===== config.mk =====
export PLATFORM = sky130hd
export DESIGN_NAME = uart_rx_core_flat
export DESIGN_NICKNAME = d
export VERILOG_FILES = /design/src/rtl/uart_rx_core_if.sv /design/src/rtl/uart_rx_core.sv /design/src/flat_wrapper.sv
export SDC_FILE = /design/constraint.sdc
export NUM_CORES = 1
export LEC_CHECK = 0
export CORE_UTILIZATION = 56
export CTS_BUF_LIST = sky130_fd_sc_hd__clkbuf_16
export CTS_CLUSTER_SIZE = 14
export DETAILED_ROUTE_END_ITERATION = 16
export PLACE_DENSITY = 0.8
export SYNTH_ARGS = -nofsm -noshare
export SYNTH_HDL_FRONTEND = slang
export SYNTH_SLANG_ARGS = --single-unit

===== constraint.sdc =====
create_clock -name clk -period 2.76 [get_ports clk]
set_clock_uncertainty 0.2 [all_clocks]
set_input_delay 0.828 -clock clk [delete_from_list [all_inputs] [get_ports clk]]
set_output_delay 0.828 -clock clk [all_outputs]
set_load 0.01 [all_outputs]

===== src/rtl/uart_rx_core_if.sv =====
// -----------------------------------------------------------------------------
// uart_rx_core_if
// Receive-side output bundle of uart_rx_core, consumed by the UART RX FIFO and
// the MMIO UART slot.
//   rx_done_tick : one-clock strobe, frame complete and dout valid (FIFO write)
//   dout         : last received byte, held until the next frame completes
//   frame_err    : stop-bit sample of the last frame was 0
//   busy         : receiver is inside a frame (not IDLE)
// Modports: master = the receiver core, slave = the FIFO / slot side.
// -----------------------------------------------------------------------------
interface uart_rx_core_if #(
   parameter int DBIT = 8
);
   logic            rx_done_tick;
   logic [DBIT-1:0] dout;
   logic            frame_err;
   logic            busy;

   modport master (
      output rx_done_tick,
      output dout,
      output frame_err,
      output busy
   );

   modport slave (
      input rx_done_tick,
      input dout,
      input frame_err,
      input busy
   );
endinterface


===== src/rtl/uart_rx_core.sv =====
// -----------------------------------------------------------------------------
// uart_rx_core
// Serial receive front end for the UART RX FIFO: rx pin synchronizer,
// programmable 16x-oversampling baud tick generator and the receive FSM.
// Emits one byte per frame (LSB first) with a one-clock done strobe.
// Ports:
//   clk    : system clock
//   reset  : asynchronous, active-high reset
//   dvsr   : baud divisor, tick period = dvsr+1 clocks
//   rx     : asynchronous serial line, idle high
//   rx_if  : master side of uart_rx_core_if (rx_done_tick, dout, frame_err, busy)
// Parameters:
//   DBIT    : data bits per frame
//   SB_TICK : oversampling ticks per stop bit (16 = 1, 24 = 1.5, 32 = 2)
//   DVSR_W  : width of the baud divisor
// -----------------------------------------------------------------------------
module uart_rx_core #(
   parameter int DBIT    = 8,
   parameter int SB_TICK = 16,
   parameter int DVSR_W  = 11
) (
   input  logic              clk,
   input  logic              reset,
   input  logic [DVSR_W-1:0] dvsr,
   input  logic              rx,
   uart_rx_core_if.master    rx_if
);

   // The sample counter must reach both 15 (data bits) and SB_TICK-1 (stop).
   localparam int S_MAX = (SB_TICK > 16) ? SB_TICK : 16;
   localparam int S_W   = $clog2(S_MAX);
   localparam int N_W   = (DBIT > 1) ? $clog2(DBIT) : 1;

   localparam logic [S_W-1:0] S_MID  = S_W'(7);
   localparam logic [S_W-1:0] S_LAST = S_W'(15);
   localparam logic [S_W-1:0] S_STOP = S_W'(SB_TICK - 1);
   localparam logic [N_W-1:0] N_LAST = N_W'(DBIT - 1);

   typedef enum logic [1:0] {
      IDLE,
      START,
      DATA,
      STOP
   } state_t;

   // ---------------------------------------------------------------------------
   // rx synchronizer: the FSM only ever looks at rx_s.
   // ---------------------------------------------------------------------------
   logic rx_meta;
   logic rx_s;

   // NOTE: clocked state is always assigned with <= so every flop samples the
   // pre-edge value of its neighbours; = here would collapse the two stages.
   always_ff @(posedge clk or posedge reset) begin
      if (reset) begin
         rx_meta <= 1'b1;
         rx_s    <= 1'b1;
      end else begin
         rx_meta <= rx;
         rx_s    <= rx_meta;
      end
   end

   // ---------------------------------------------------------------------------
   // Baud tick generator. The >= compare lets a smaller dvsr written mid-count
   // take effect at once instead of wrapping the whole counter range.
   // ---------------------------------------------------------------------------
   logic [DVSR_W-1:0] cnt_reg;
   logic [DVSR_W-1:0] cnt_next;
   logic              tick;
   logic              tick_clr;

   assign tick = (cnt_reg >= dvsr);

   always_comb begin
      cnt_next = cnt_reg + DVSR_W'(1);
      // tick_clr phase-aligns the sampling grid to the detected start edge.
      if (tick_clr || tick) begin
         cnt_next = '0;
      end
   end

   always_ff @(posedge clk or posedge reset) begin
      if (reset) begin
         cnt_reg <= '0;
      end else begin
         cnt_reg <= cnt_next;
      end
   end

   // ---------------------------------------------------------------------------
   // Receive FSM
   // ---------------------------------------------------------------------------
   state_t          state_reg,     state_next;
   logic [S_W-1:0]  s_reg,         s_next;
   logic [N_W-1:0]  n_reg,         n_next;
   logic [DBIT-1:0] shreg_reg,     shreg_next;
   logic [DBIT-1:0] dout_reg,      dout_next;
   logic            frame_err_reg, frame_err_next;
   logic            done_reg,      done_next;

   always_ff @(posedge clk or posedge reset) begin
      if (reset) begin
         state_reg     <= IDLE;
         s_reg         <= '0;
         n_reg         <= '0;
         shreg_reg     <= '0;
         dout_reg      <= '0;
         frame_err_reg <= 1'b0;
         done_reg      <= 1'b0;
      end else begin
         state_reg     <= state_next;
         s_reg         <= s_next;
         n_reg         <= n_next;
         shreg_reg     <= shreg_next;
         dout_reg      <= dout_next;
         frame_err_reg <= frame_err_next;
         done_reg      <= done_next;
      end
   end

   always_comb begin
      // NOTE: every output of this block gets a default before the case, so no
      // path leaves a signal unassigned and no latch is inferred.
      state_next     = state_reg;
      s_next         = s_reg;
      n_next         = n_reg;
      shreg_next     = shreg_reg;
      dout_next      = dout_reg;
      frame_err_next = frame_err_reg;
      done_next      = 1'b0;
      tick_clr       = 1'b0;

      case (state_reg)
         IDLE: begin
            // No tick-dependent action here; only the start edge matters.
            if (!rx_s) begin
               state_next = START;
               s_next     = '0;
               tick_clr   = 1'b1;
            end
         end

         START: begin
            if (tick) begin
               if (s_reg == S_MID) begin
                  if (!rx_s) begin
                     state_next = DATA;
                     s_next     = '0;
                     n_next     = '0;
                  end else begin
                     // Line went back high before mid start bit: a glitch.
                     state_next = IDLE;
                  end
               end else begin
                  s_next = s_reg + S_W'(1);
               end
            end
         end

         DATA: begin
            if (tick) begin
               if (s_reg == S_LAST) begin
                  shreg_next = {rx_s, shreg_reg[DBIT-1:1]};
                  s_next     = '0;
                  if (n_reg == N_LAST) begin
                     state_next = STOP;
                  end else begin
                     n_next = n_reg + N_W'(1);
                  end
               end else begin
                  s_next = s_reg + S_W'(1);
               end
            end
         end

         STOP: begin
            if (tick) begin
               if (s_reg == S_STOP) begin
                  // Leaving at mid stop bit leaves half a bit of slack for an
                  // immediately following start edge. Errored frames are still
                  // delivered; the consumer decides what to do with them.
                  dout_next      = shreg_reg;
                  frame_err_next = ~rx_s;
                  done_next      = 1'b1;
                  state_next     = IDLE;
               end else begin
                  s_next = s_reg + S_W'(1);
               end
            end
         end

         default: begin
            state_next = IDLE;
         end
      endcase
   end

   // ---------------------------------------------------------------------------
   // Outputs. done_reg is registered alongside dout_reg so the strobe and the
   // new byte appear in the same clock.
   // ---------------------------------------------------------------------------
   assign rx_if.rx_done_tick = done_reg;
   assign rx_if.dout         = dout_reg;
   assign rx_if.frame_err    = frame_err_reg;
   assign rx_if.busy         = (state_reg != IDLE);

endmodule

===== src/flat_wrapper.sv =====
// flat-port wrapper written by rule: the top's interface ports become plain ports
module uart_rx_core_flat 
#(
   parameter int DBIT    = 8,
   parameter int SB_TICK = 16,
   parameter int DVSR_W  = 11
)
  (clk, reset, dvsr, rx, rx_if_rx_done_tick, rx_if_dout, rx_if_frame_err, rx_if_busy);
  uart_rx_core_if #(.DBIT(DBIT)) rx_if_i ();
  input  logic clk;
  input  logic reset;
  input  logic [DVSR_W-1:0] dvsr;
  input  logic rx;
  output wire logic [$bits(rx_if_i.rx_done_tick)-1:0] rx_if_rx_done_tick;
  output wire logic [$bits(rx_if_i.dout)-1:0] rx_if_dout;
  output wire logic [$bits(rx_if_i.frame_err)-1:0] rx_if_frame_err;
  output wire logic [$bits(rx_if_i.busy)-1:0] rx_if_busy;
  assign rx_if_rx_done_tick = rx_if_i.rx_done_tick;
  assign rx_if_dout = rx_if_i.dout;
  assign rx_if_frame_err = rx_if_i.frame_err;
  assign rx_if_busy = rx_if_i.busy;
  uart_rx_core #(.DBIT(DBIT), .SB_TICK(SB_TICK), .DVSR_W(DVSR_W)) u_core (.clk(clk), .reset(reset), .dvsr(dvsr), .rx(rx), .rx_if(rx_if_i));
endmodule

# [Yosys cells after proc, flatten, opt, wreduce, memory -nomap -nowiden]
# Index checks and enable logic that the tools add are counted.
[op_classes] add_sub_neg=3 multipliers=0 div_mod_pow=0 magnitude_cmp=1 eq_ne=17 n_shift=0 mux=31 n_bitwise=1 reduce_logical=9
[op_table] op="2-to-1 mux 4 bit" n=7
[op_table] op="2-to-1 mux 2 bit" n=9
[op_table] op="2-to-1 mux 3 bit" n=6
[op_table] op="case mux 4 bit (4 select lines)" n=1
[op_table] op="!= test 2 x 1 -> 1 bit (second input constant)" n=7
[op_table] op="adder 11 x 1 -> 11 bit (second input constant)" n=1
[op_table] op="greater-or-equal comparator 11 bit" n=1
[op_table] op="2-to-1 mux 11 bit" n=1
[op_table] op="!= test 2 bit (second input constant)" n=4
[op_table] op="case mux 2 bit (4 select lines)" n=1
[op_table] op="AND reduction 8 bit" n=1
[op_table] op="AND reduction 7 bit" n=1
[op_table] op="case mux 3 bit (2 select lines)" n=1
[op_table] op="AND reduction 3 bit" n=2
[op_table] op="2-to-1 mux 1 bit" n=5
[op_table] op="adder 4 x 1 -> 4 bit (second input constant)" n=1
[op_table] op="equality test 2 bit (second input constant)" n=2
[op_table] op="equality test 4 x 3 -> 1 bit (second input constant)" n=1
[op_table] op="equality test 4 bit (second input constant)" n=1
[op_table] op="AND reduction 4 bit" n=1
[op_table] op="nonzero test 2 bit" n=2
[op_table] op="adder 3 x 1 -> 3 bit (second input constant)" n=1
[op_table] op="equality test 3 bit (second input constant)" n=1
[op_table] op="equality test 2 x 1 -> 1 bit (second input constant)" n=1
[op_table] op="3 further kinds" n=3
[totals] reg_bits=40 latch_bits=0 mem_bits_rw=0 rom_bits=0 inputBits=14 out_inout_bits=11 word_cells=72 mem_count=0

# [Longest topological paths before layout]
[depth] word_depth=5 mapped_depth=9 ltp_nobuf=8

# [Least setup slack after synthesis]
# No wires, ideal clock.
[synth_path] path_kind="input-to-reg" startpoint="in dvsr[4]" endpoint="reg u_core.s_reg[3]" setup_time_ps=126 arrival_ps=2455 required_time_ps=2434 setup_slack_ps=-21 cell_stages=8 path_buffers=0 path_cell_list="inv_1 -> ha_1 -> a21o_1 -> a221oi_2 -> o21ai_1 -> a211o_1 -> a21o_1 -> a221o_1"
[synth_via] elab_chain_len=3 elab_cells_between_ends=5
[synth_lines] item="start, declared" line="flat_wrapper.sv:12" rtl="input logic [DVSR_W-1:0] dvsr;"
[synth_lines] item="greater-or-equal comparator 11 bit (*)" line="uart_rx_core.sv:73" rtl="assign tick = (cnt_reg >= dvsr);"
[synth_lines] item="!= test 2 x 1 -> 1 bit (no source line)"
[synth_lines] item="AND reduction 4 bit (no source line) (*)"
[synth_lines] item="end signal, assigned" line="uart_rx_core.sv:113" rtl="s_reg <= s_next;"
[synth_lines] item="end, declared" line="uart_rx_core.sv:95" rtl="logic [S_W-1:0] s_reg, s_next;"
# Mark *: on every way between the ends. The rest lies on a longest branch, timed or not.
# A chain may end at the register's enable or synchronous reset.

# [Final worst setup path]
[layout_path] startpoint="in dvsr[6]" endpoint="reg u_core.s_reg[3]"
# Same word-level chain as after synthesis.

==> flow_summary.ini <==
[status]
status = finished, final reports clean

[worst_setup_path]
cp.buffers_inverters = 2
endpoint_kind = flop
arrival_ns = 2.71
r2r_cells = 7
required_ns = 2.72
critPathMaxStageDelay_ns = 0.34
crit_path_end = u_core.s_reg[3]$_DFFE_PP0P_
cp.depth = 9
rr_endpoint = u_core.s_reg[3]$_DFFE_PP0P_
worstPathCellList = clkdlybuf4s15_1, inv_2, ha_4, and2_4, a221oi_4, o21ai_2, a211o_1, a21o_1, a221o_1
critPathMaxFanout = 5
r2r_slack_ns = 0.33
cp-startpoint = dvsr[6]
worstReg2RegStart = u_core.cnt_reg[4]$_DFF_PP0_
slowest_stage = a211o_1
crit_type = in -> reg
critPathLaunchType = input pin
crit_family = compound AO/OA/AOI/OAI gates

[final_layout]
fin_nets = 272
layout.cells.non_filler = 287
fill_cells = 269
final_common_cell = dfrtp_1
largest_register_ffs = 11
drive_gt1_frac = 0.2594
layout_common_cells = 38 x dfrtp_1, 20 x nor2_1, 17 x mux2_2
num_antenna_cells = 0
area_growth_pct = 26.87
finalInstanceArea_um2 = 2818

[floorplanning]
core_area_um2 = 3744
die_w_um = 64.98
ioPinCount = 25
dieArea_um2 = 4222
rows = 22
initial_utilization = 0.5932
die_height_um = 64.98

[route]
wl_per_cell_um = 15.39
via_count = 1585
wirelength_mm = 4.416
drtIter0Drc = 75
detail-route-antenna-nets = 0
drc = 0
drtPass1Iterations = 4
vias_per_cell = 5.523

[logic_synthesis]
postSynthAreaPerCell_um2 = 10.68
synth_cell_types = 46
muxShareOfSynthArea = 0.1155
synth_top_family_by_area = simple AND/OR/NAND/NOR gates
synth-seq-area-share = 0.4518
synth_largest_area_cell = dfrtp_1
syn_nets = 242
syn_inst = 208
synthAdderAreaFrac = 0.1127
synth_compound_area_frac = 0.1144
synth-simple-area-share = 0.1211
synth-xor-area-share = 0.03549
yosysTopAreaCellShare = 0.4282
synth_warnings = 0
synth_area_um2 = 2221
netlist_top_cells_area = dfrtp_1 43%, ha_1 11%, mux2_2 8.6%, inv_1 3.5%, nor2_1 3.4%
synth-seq-cells = 40

[clock_tree]
numCtsBuffers = 5
cts_sinks = 40
cts_buffer_depth = 2
post-cts-setup-buffers = 0
clkSlewWorstSetupHoldPaths_ns = 0.06
cts_tree = built
root_buffer = clkbuf_16
htree_levels = 2
clk_latency_ns = 0.28

[grt]
grt_pass1_vias = 1549
antenna_found_initial = 0
grt_pass1_wl_mm = 7.148
grt_max_degree = 41
grt_overflow_total = 0
grt_use_total = 0.2313

[placement]
io_buffers = 24
placedCellCount = 279
preCtsSetupSlack_ns = -0.6499
post-dp-hpwl_mm = 2.890
place_congestion = 0.8144
dpl_cell_area_um2 = 2549

[worst_hold_path]
hp-start = u_core.rx_meta$_DFF_PP1_
worstHoldPathType = reg -> reg

[pwr]
pwr_density_cell_nw_per_um2 = 645.6
peakVddDrop_v = 0.0005511
p_leak_nw = 1.370

[timing]
max_freq_mhz = 364.8
slew-limit-headroom = 0.6554
fin_ws_ns = 0.01852
finalSetupViolCount = 0
rsz0062_at_grt = yes
worst_pin_slew_ns = 0.5169
finalCriticalPeriod_ns = 2.741
slew_violations = 0
hold_viol_final = 0
final.period_utilization = 0.9933

[run]
max_cap_viol_count = 0
[kinds of logic after synthesis]
logic type | after synthesis
multiplexers | 23
AND/OR/NAND/NOR | 54
AO/OA/AOI/OAI | 34
flip-flops | 40
adder cells (fa/ha/maj) | 20
buffers and inverters | 28
XOR/XNOR | 9
[metrics by stage]
| stage | TNS, ns | power, mW | util | hold WS [ns] |
|---|---|---|---|---|
| floorplan | -0.004034 | 1.062 | - | 0.1452 |
| global route | -0.06521 | 1.919 | 0.7527 | 0.1622 |
| global placement | -18.60 | 1.149 | 0.6808 | 0.1473 |
| CTS | 0 | 1.813 | 0.7487 | 0.1587 |
| finish | 0 | 1.819 | 0.7527 | 0.1569 |
| detailed placement | -21.03 | 1.174 | 0.6808 | 0.1510 |
[report_power, final]
group	internal [mW]	leakage [nW]	switching [mW]
clock network	0.328	0.0710	0.214
registers	0.671	0.510	0.115
logic	0.255	0.789	0.237
[final cells by class]
type / instances / area [um2] / area share
flip-flops and latches: 40 / 1003 / 0.3561
repair buffers: 30 / 279.0 / 0.09902
inverters: 21 / 78.83 / 0.02798
clock inverters: 3 / 13.76 / 0.004885
well taps: 48 / 60.06 / 0.02131
multi-input cells: 140 / 1257 / 0.4463
clock buffers: 5 / 125.1 / 0.04441
[how the worst min path moves through the flow]
stage	slack, ns	cells after the start	endpoint
4_1_cts	0.16	0	u_core.rx_s$_DFF_PP1_
3_5_place_dp	0.15	0	u_core.rx_s$_DFF_PP1_
3_3_place_gp	0.15	0	u_core.rx_s$_DFF_PP1_
6_report	0.16	0	u_core.rx_s$_DFF_PP1_
5_1_grt	0.16	0	u_core.rx_s$_DFF_PP1_
2_1_floorplan	0.15	0	u_core.rx_s$_DFF_PP1_
[cell usage after synthesis (all sizes together)]
cell type	count
a221oi	2
xnor2	4
a221o	1
nand3	10
a31oi	3
o21bai	2
o21ai	3
a21oi	4
mux2	18
nor3b	1
o21a	1
a211oi	1
dfrtp	38
nand4	1
nor2	20
and3	6
o31a	1
o211ai	2
dfstp	2
mux2i	5
a22oi	1
buf	2
nand2b	2
o32ai	1
nor3	2
a21o	6
clkbuf	5
a211o	1
ha	20
and2	2
inv	21
nor2b	1
o22ai	2
a31o	1
nand2	9
xor2	5
a22o	1
a32o	1
[layer usage]
layer / vias up / GRT usage / part of all wire
li1: 785 / - / -
met1: 770 / 0.2960 / 0.48
met2: 26 / 0.3750 / 0.48
met3: 4 / 0.06690 / 0.039
met4: 0 / 0.07500 / 0.0095
met5: - / 0 / 0
[timing repair]
| item | in CTS | in global routing |
|---|---|---|
| gates resized for setup | 34 | 5 |
| setup endpoints to repair | 38 | 23 |
| hold buffers | 0 | 0 |
| pin swaps | 21 | 7 |
| endpoints found under the hold margin | 0 | 0 |
No activity file was read; power rests on OpenSTA's default activity.
